File: config.mk
export PLATFORM = sky130hd
export DESIGN_NAME = mem_ctrl
export DESIGN_NICKNAME = d
export VERILOG_FILES = /design/src/rtl/mem_ctrl_pkg.sv /design/src/rtl/rr_arbiter2.sv /design/src/rtl/mem_ctrl.sv
export SDC_FILE = /design/constraint.sdc
export NUM_CORES = 1
export LEC_CHECK = 0
export ABC_AREA = 1
export CAP_MARGIN = 0
export CORE_MARGIN = 3
export CORE_UTILIZATION = 45
export DETAILED_ROUTE_END_ITERATION = 6
export MAX_ROUTING_LAYER = met4
export PLACE_DENSITY = 0.85
export REMOVE_ABC_BUFFERS = 1
export SETUP_SLACK_MARGIN = 0.4
export SYNTH_ARGS = -nofsm -noshare
export SYNTH_HDL_FRONTEND = slang
export SYNTH_HIERARCHICAL = 1
export SYNTH_SLANG_ARGS = --single-unit
File: constraint.sdc
create_clock -name clk_i -period 4.6 [get_ports clk_i]
set_input_delay 1.15 -clock clk_i [delete_from_list [all_inputs] [get_ports clk_i]]
set_output_delay 1.15 -clock clk_i [all_outputs]
set_load 0.02 [all_outputs]
File: src/rtl/mem_ctrl_pkg.sv
// rtl/mem_ctrl_pkg.sv - shared FSM states, access-size codes and error decode for mem_ctrl
package mem_ctrl_pkg;

    typedef enum logic [1:0] {
        IDLE   = 2'd0,
        ACCESS = 2'd1,
        WRITE  = 2'd2,
        RESP   = 2'd3
    } state_t;

    localparam logic [2:0] SZ_B  = 3'b000;
    localparam logic [2:0] SZ_H  = 3'b001;
    localparam logic [2:0] SZ_W  = 3'b010;
    localparam logic [2:0] SZ_BU = 3'b100;
    localparam logic [2:0] SZ_HU = 3'b101;

    // Misaligned halves/words and the unused codes 011/110/111 are rejected.
    function automatic logic size_err(input logic [2:0] size, input logic [1:0] lo);
        case (size)
            SZ_B, SZ_BU: size_err = 1'b0;
            SZ_H, SZ_HU: size_err = lo[0];
            SZ_W:        size_err = (lo != 2'b00);
            default:     size_err = 1'b1;
        endcase
    endfunction

endpackage

File: src/rtl/rr_arbiter2.sv
// rtl/rr_arbiter2.sv - two-way round-robin grant with a tie-break pointer
module rr_arbiter2 (
    input  logic       clk_i,
    input  logic       rst_i,
    input  logic [1:0] req,
    input  logic       en,
    output logic [1:0] gnt
);

    // prio names the requester that wins when both are asking
    logic prio;

    always_comb begin
        gnt = 2'b00;
        if (en) begin
            if (req == 2'b11) gnt = prio ? 2'b10 : 2'b01;
            else              gnt = req;
        end
    end

    always_ff @(posedge clk_i) begin
        if (rst_i)       prio <= 1'b0;
        else if (gnt[0]) prio <= 1'b1;
        else if (gnt[1]) prio <= 1'b0;
    end

endmodule

File: src/rtl/mem_ctrl.sv
// rtl/mem_ctrl.sv - two-requester RAM access controller with sub-word load/store handling
module mem_ctrl
    import mem_ctrl_pkg::*;
#(
    parameter int WIDTH     = 32,
    parameter int ADDR_BITS = 17
) (
    input  logic                  clk_i,
    input  logic                  rst_i,
    input  logic [1:0]            req_i,
    input  logic [1:0]            we_i,
    input  logic [1:0][2:0]       size_i,
    input  logic [1:0][WIDTH-1:0] addr_i,
    input  logic [1:0][WIDTH-1:0] wdata_i,
    output logic [1:0]            gnt_o,
    output logic [1:0]            rvalid_o,
    output logic [WIDTH-1:0]      rdata_o,
    output logic                  err_o,
    output logic                  ram_we_o,
    output logic [WIDTH-1:0]      ram_a_o,
    output logic [WIDTH-1:0]      ram_wd_o,
    input  logic [WIDTH-1:0]      ram_rd_i
);

    state_t                 state, state_n;
    logic                   sel, k_q, we_q, err_q;
    logic [2:0]             size_q;
    logic [ADDR_BITS-1:0]   addr_q, aligned;
    logic [WIDTH-1:0]       wdata_q, word_q;
    logic [4:0]             shift;
    logic [WIDTH-1:0]       lane, loaded, mask, merged;
    logic                   arb_en, acc_err, we_raw, rvalid_raw;
    logic                   unused_addr_hi;

    assign unused_addr_hi = ^{addr_i[0][WIDTH-1:ADDR_BITS], addr_i[1][WIDTH-1:ADDR_BITS]};

    assign arb_en = (state == IDLE) && !rst_i;

    rr_arbiter2 u_arb (
        .clk_i (clk_i),
        .rst_i (rst_i),
        .req   (req_i),
        .en    (arb_en),
        .gnt   (gnt_o)
    );

    assign sel     = gnt_o[1];
    assign aligned = {addr_q[ADDR_BITS-1:2], 2'b00};
    assign shift   = {addr_q[1:0], 3'b000};
    assign lane    = ram_rd_i >> shift;
    assign acc_err = size_err(size_q, addr_q[1:0]);

    always_comb begin
        case (size_q)
            SZ_B:    loaded = {{(WIDTH-8){lane[7]}}, lane[7:0]};
            SZ_BU:   loaded = {{(WIDTH-8){1'b0}}, lane[7:0]};
            SZ_H:    loaded = {{(WIDTH-16){lane[15]}}, lane[15:0]};
            SZ_HU:   loaded = {{(WIDTH-16){1'b0}}, lane[15:0]};
            default: loaded = lane;
        endcase
    end

    // Read-modify-write: keep the untouched lanes of the current RAM word
    assign mask   = size_q[0] ? WIDTH'(16'hFFFF) : WIDTH'(8'hFF);
    assign merged = (ram_rd_i & ~(mask << shift)) | ((wdata_q & mask) << shift);

    always_ff @(posedge clk_i) begin
        if (rst_i) begin
            state   <= IDLE;
            k_q     <= 1'b0;
            we_q    <= 1'b0;
            err_q   <= 1'b0;
            size_q  <= 3'b000;
            addr_q  <= '0;
            wdata_q <= '0;
            word_q  <= '0;
        end else begin
            state <= state_n;
            if (state == IDLE && gnt_o != 2'b00) begin
                k_q     <= sel;
                we_q    <= we_i[sel];
                size_q  <= size_i[sel];
                addr_q  <= addr_i[sel][ADDR_BITS-1:0];
                wdata_q <= wdata_i[sel];
            end
            if (state == ACCESS) begin
                word_q <= we_q ? merged : loaded;
                err_q  <= acc_err;
            end
        end
    end

    always_comb begin
        state_n    = state;
        we_raw     = 1'b0;
        rvalid_raw = 1'b0;
        case (state)
            IDLE: begin
                if (gnt_o != 2'b00) state_n = ACCESS;
            end
            ACCESS: begin
                if (acc_err || !we_q) begin
                    state_n = RESP;
                end else if (size_q == SZ_W) begin
                    we_raw  = 1'b1;
                    state_n = RESP;
                end else begin
                    state_n = WRITE;
                end
            end
            WRITE: begin
                we_raw  = 1'b1;
                state_n = RESP;
            end
            RESP: begin
                rvalid_raw = 1'b1;
                state_n    = IDLE;
            end
            default: state_n = IDLE;
        endcase
    end

    // Reset squashes any write or completion in the cycle it is asserted
    always_comb begin
        ram_we_o = we_raw && !rst_i;
        rvalid_o = 2'b00;
        rdata_o  = '0;
        err_o    = 1'b0;
        if (rvalid_raw && !rst_i) begin
            rvalid_o[k_q] = 1'b1;
            err_o         = err_q;
            if (!we_q && !err_q) rdata_o = word_q;
        end
        ram_a_o                  = '0;
        ram_a_o[ADDR_BITS-1:0]   = aligned;
        ram_wd_o = (state == WRITE) ? word_q : wdata_q;
    end

endmodule

# --- After elaboration in Yosys (flattened, before gate mapping) ---
# Cells that the tools add are included.
totals:
  regBits: 90
  word_cells: 76
  out_inout_bits: 102
  romBits: 0
  ramBits: 0
  memories: 0
  latchBits: 0
  inputBits: 172
op_classes:
  reduce_logical: 16
  n_eq_ne: 9
  bitwise: 4
  div_mod_pow: 0
  muxes: 32
  n_lt_le_gt_ge: 3
  multipliers: 0
  add_sub_neg: 0
  n_shift: 3
ops:
  columns: ["cell", "n"]
  rows:
  - ["2-to-1 mux 32 bit", 6]
  - ["case mux 32 bit (4 select lines)", 1]
  - ["2-to-1 mux 17 bit", 2]
  - ["AND 32 x 16 -> 32 bit", 1]
  - ["AND 32 bit", 1]
  - ["NOT 32 bit", 1]
  - ["OR 32 bit", 1]
  - ["<< shifter 16 x 5 -> 32 bit", 1]
  - ["<< shifter 32 x 5 -> 32 bit", 1]
  - ["right shift 32 x 5 -> 32 bit", 1]
  - ["2-to-1 mux 16 bit", 1]
  - ["2-to-1 mux 1 bit", 11]
  - ["2-to-1 mux 2 bit", 5]
  - ["case mux 2 bit (4 select lines)", 1]
  - ["equality test 2 bit, second input constant", 3]
  - ["equality test 3 bit, second input constant", 2]
  - ["logical AND 1 bit", 6]
  - ["2-to-1 mux 3 bit", 2]
  - ["< comparator 1 x 2 -> 1 bit, second input constant", 2]
  - ["nonzero test 2 bit", 2]
  - ["OR reduction 2 bit", 2]
  - ["equality test 3 x 1 -> 1 bit, second input constant", 1]
  - ["equality test 3 x 2 -> 1 bit, second input constant", 1]
  - ["zero test 1 bit", 3]
  - ["other kinds (9)", 9]

# --- Longest topological paths before layout ---
logic_depth:
  ltp_word: 7
  ltp_mapped: 13
  depth_no_buf: 12

# --- By module ---
# Netlist, hierarchy kept.
by_module_without_submodules:
  columns: ["mod", "area_each_um2", "cells_per_inst", "instances", "seq_area_each_um2"]
  rows:
  - ["mem_ctrl", 6214.7, 1012, 1, 1781.7]
  - ["rr_arbiter2", 66.3, 11, 1, 20.0]

# --- Worst setup path before layout ---
# OpenSTA, ideal clock, no wires.
synth_path:
  kind: "input to output"
  from: "input port rst_i"
  to: "output port rdata_o[10]"
  setup_slack_ns: 1.290
  required_ns: 3.450
  path_buffers: 1
  stages: 4
  arrival_ns: 2.160
  path_cell_list: "inv_1 -> nand2_1 -> clkbuf_1 -> nor3b_1"
synth_between:
  elab_chain_len: 3
synth_lines:
  columns: ["element", "line", "source"]
  rows:
  - ["start: declaration", "mem_ctrl.sv:9", "input logic rst_i,"]
  - ["zero test 1 bit", "mem_ctrl.sv:129", "if (rvalid_raw && !rst_i) begin"]
  - ["logical AND 1 bit", "mem_ctrl.sv:129", null]
  - ["2-to-1 mux 32 bit", "mem_ctrl.sv:129", null]
  - ["end: declaration", "mem_ctrl.sv:17", "output logic [WIDTH-1:0] rdata_o,"]
# Every way passes these cells.

# --- Final worst setup path ---
layout_path:
  from: "input port rst_i"
  to: "output port rdata_o[2]"
# The elaborated chain is that of the path after synthesis.

==> out/qor.csv <==
metric,value,unit
cts_buffer_depth,2,
seq_area,0.00180,mm2
grt_pass1_wl,34100,um
irDropWorstVdd,0.000300,V
post_drt_wl_per_cell,16.1,um
syn_area_per_cell,6.14,um2
yosys_warnings,6,
initial_core_util,0.467,
crit_path_start_kind,primary input,
grt_max_degree,76,
post-cts-setup-buffers,0,
critPathLaunch,rst_i,
core,0.0135,mm2
power_density,490,mW/mm2
r2r_start,addr_q[0],
yosys-top-cells-count,"nand2_1, o21ai_0, dfxtp_1, nand3_1, a31oi_1",
cts_buffers,9,
maxCapViolCount,0,
num_io_pins,274,
ys_seq_area_frac,0.287,
die_area,0.0154,mm2
nets,1361,
crit_type,primary input to output port,
syn_inst,1023,
power_leakage,3.65,nW
grt-ovfl-total,0,
synth.largest_area_cell,dfxtp_1,
drive_gt1_frac,0.0597,
drt_pre_antenna_iters,5,
r2r_cells,10,
first_global_vias,6832,
min_period,4.12,ns
status,"complete, no violations",
r2r_slack,1.80,ns
post_dp_cell_area,0.00838,mm2
fp.dieW,124,um
finalCritPeriodShare,0.895,
antenna_found_initial,0,
synth.area.top_cells,"dfxtp_1, nand2_1, o21ai_0",
finalSetupViolations,0,
critPathCaptureType,output port,
worstMarginPinSlew,0.943,ns
cts_sinks,90,
syn_to_final_growth,38.3,%
die_h,124,um
ctsHtreeMaxLevel,3,
place_congestion,0.953,
yosysMostFrequentCell,nand2_1,
synthesis.area,0.00628,mm2
n_fill_cell,1238,
port-buffer-count,226,
cts_root_buf,clkbuf_16,
drtIter0Drc,641,
ant_nets,0,
synthArstFlopShare,0,
yosysTopAreaCellShare,0.287,
fmax,0.243,GHz
postLayoutCellArea,0.00869,mm2
grt_usage,0.289,
drv_slew,0,
ys.flop_type,dfxtp_1,
dp_hpwl,15100,um
row_count,42,
cts_tree,built,
path_clk_slew,0.06,ns
whs,0.480,ns
critPathMaxFanout,25,
routed_wl,21900,um
synth-edff-count,0,
crit_end,rdata_o[2],
slew_headroom,0.370,
vias_per_cell,5.47,
postCtsHoldBufs,0,
drc,0,
clock_latency,0.36,ns
final_core_util,0.646,
r2r_end,word_q[13],
fin_worst_skew,0.00782,ns
via_count,7473,
arrival,2.97,ns
synthDistinctLibCells,32,
ys_ff_latch,90,
rsz0062_at_grt,no,
hold_viol,0,
hold_class,flip-flop to flip-flop,
num_antenna_cells,0,
multi_input_area,0.00375,mm2
crit_required,3.45,ns
[through the flow]
step | power [W] | cells | setup slack (ns) | setup TNS [ns]
after detailed placement | 0.00349 | 1350 | 0.458 | 0
after CTS | 0.00425 | 1366 | 0.426 | 0
after floorplan | 0.00256 | 932 | -1.67 | -90.14
after global placement | 0.00345 | 1350 | 0.487 | 0
final | 0.00425 | 1366 | 0.485 | 0
after global routing | 0.00455 | 1366 | 0.400 | 0
[layer usage]
metal | GRT usage | wire (um) | up-vias
met2 | 0.464 | 10200 | 392
met4 | 0.0992 | 542 | 0
met1 | 0.364 | 9150 | 3375
met3 | 0.0609 | 2030 | 46
met5 | - | 0 | -
li1 | - | - | 3660
[power by group]
| part | internal (W) | total [W] | switching, W | leakage [nW] |
|---|---|---|---|---|
| Combinational | 0.000845 | 0.00227 | 0.00142 | 2.77 |
| Sequential | 0.00102 | 0.00124 | 0.000212 | 0.737 |
| Clock | 0.000426 | 0.000748 | 0.000323 | 0.148 |
[how the worst min path moves through the flow]
stage                           from         end  slack [ns]  cells past startpoint
after global placement    word_q[19]  word_q[19]        0.48                      2
after global routing      word_q[10]  word_q[10]        0.51                      2
after floorplan           word_q[10]  word_q[10]        0.45                      2
after detailed placement  word_q[19]  word_q[19]        0.48                      2
after CTS                 word_q[19]  word_q[19]        0.49                      2
final                     word_q[19]  word_q[19]        0.48                      2
[state kept, by name, summed over array words and instances, names as in the netlist]
signal      flops
we_q            1
u_arb/prio      1
k_q             1
addr_q         17
size_q          3
state           2
err_q           1
wdata_q        32
word_q         32
[cell type report]
cell class,count,share of cell area
Sequential cell,90,0.207
Multi-Input combinational cell,786,0.432
Clock buffer,13,0.0323
Inverter,56,0.0242
Clock inverter,3,0.00245
Tap cell,176,0.0253
Timing Repair Buffer,242,0.276
[cell families after synthesis]
logic type | Yosys count | share of synthesized area
compound gates | 234 | 0.208
fa+ha+maj | 4 | 0.00797
buf+inv | 163 | 0.128
simple gates | 531 | 0.369
flops | 90 | 0.287
other cells | 1 | 0.000597
[placed cells by master (no fill, tap or decap), types with 2 or more instances in the layout]
cell type        Yosys  final
nand2_1            364    364
clkdlybuf4s50_1      0    223
o21ai_0            110    110
dfxtp_1             90     90
nand3_1             73     73
a31oi_1             60     60
inv_1               49     48
a21oi_1             49     48
nor2_1              36     36
nor3b_1             30     30
conb_1               1     17
buf_4               36     15
nand3_2             12     12
a21oi_2              9      9
clkbuf_16            0      9
inv_2                4      5
nor2_2               5      4
ha_1                 4      4
clkbuf_8             0      4
clkinv_1             3      3
nand2_2              3      3
or2_0                3      3
dlymetal6s2s_1       0      3
nor3_1               2      2
o211ai_1             2      2
[critical path, stage by stage]
cell,delay (ns)
clkdlybuf4s50_1,0.48
inv_2,0.09
nand2_1,0.06
buf_4,0.24
nor3b_1,0.27
clkdlybuf4s50_1,0.66
[repair_timing]
| item | in CTS | in global routing |
|---|---|---|
| endpoints found under the hold margin | 0 | 0 |
| setup endpoints to repair | 0 | 3 |
| gates resized for setup | 0 | 3 |
(Power assumes the default switching activity.)
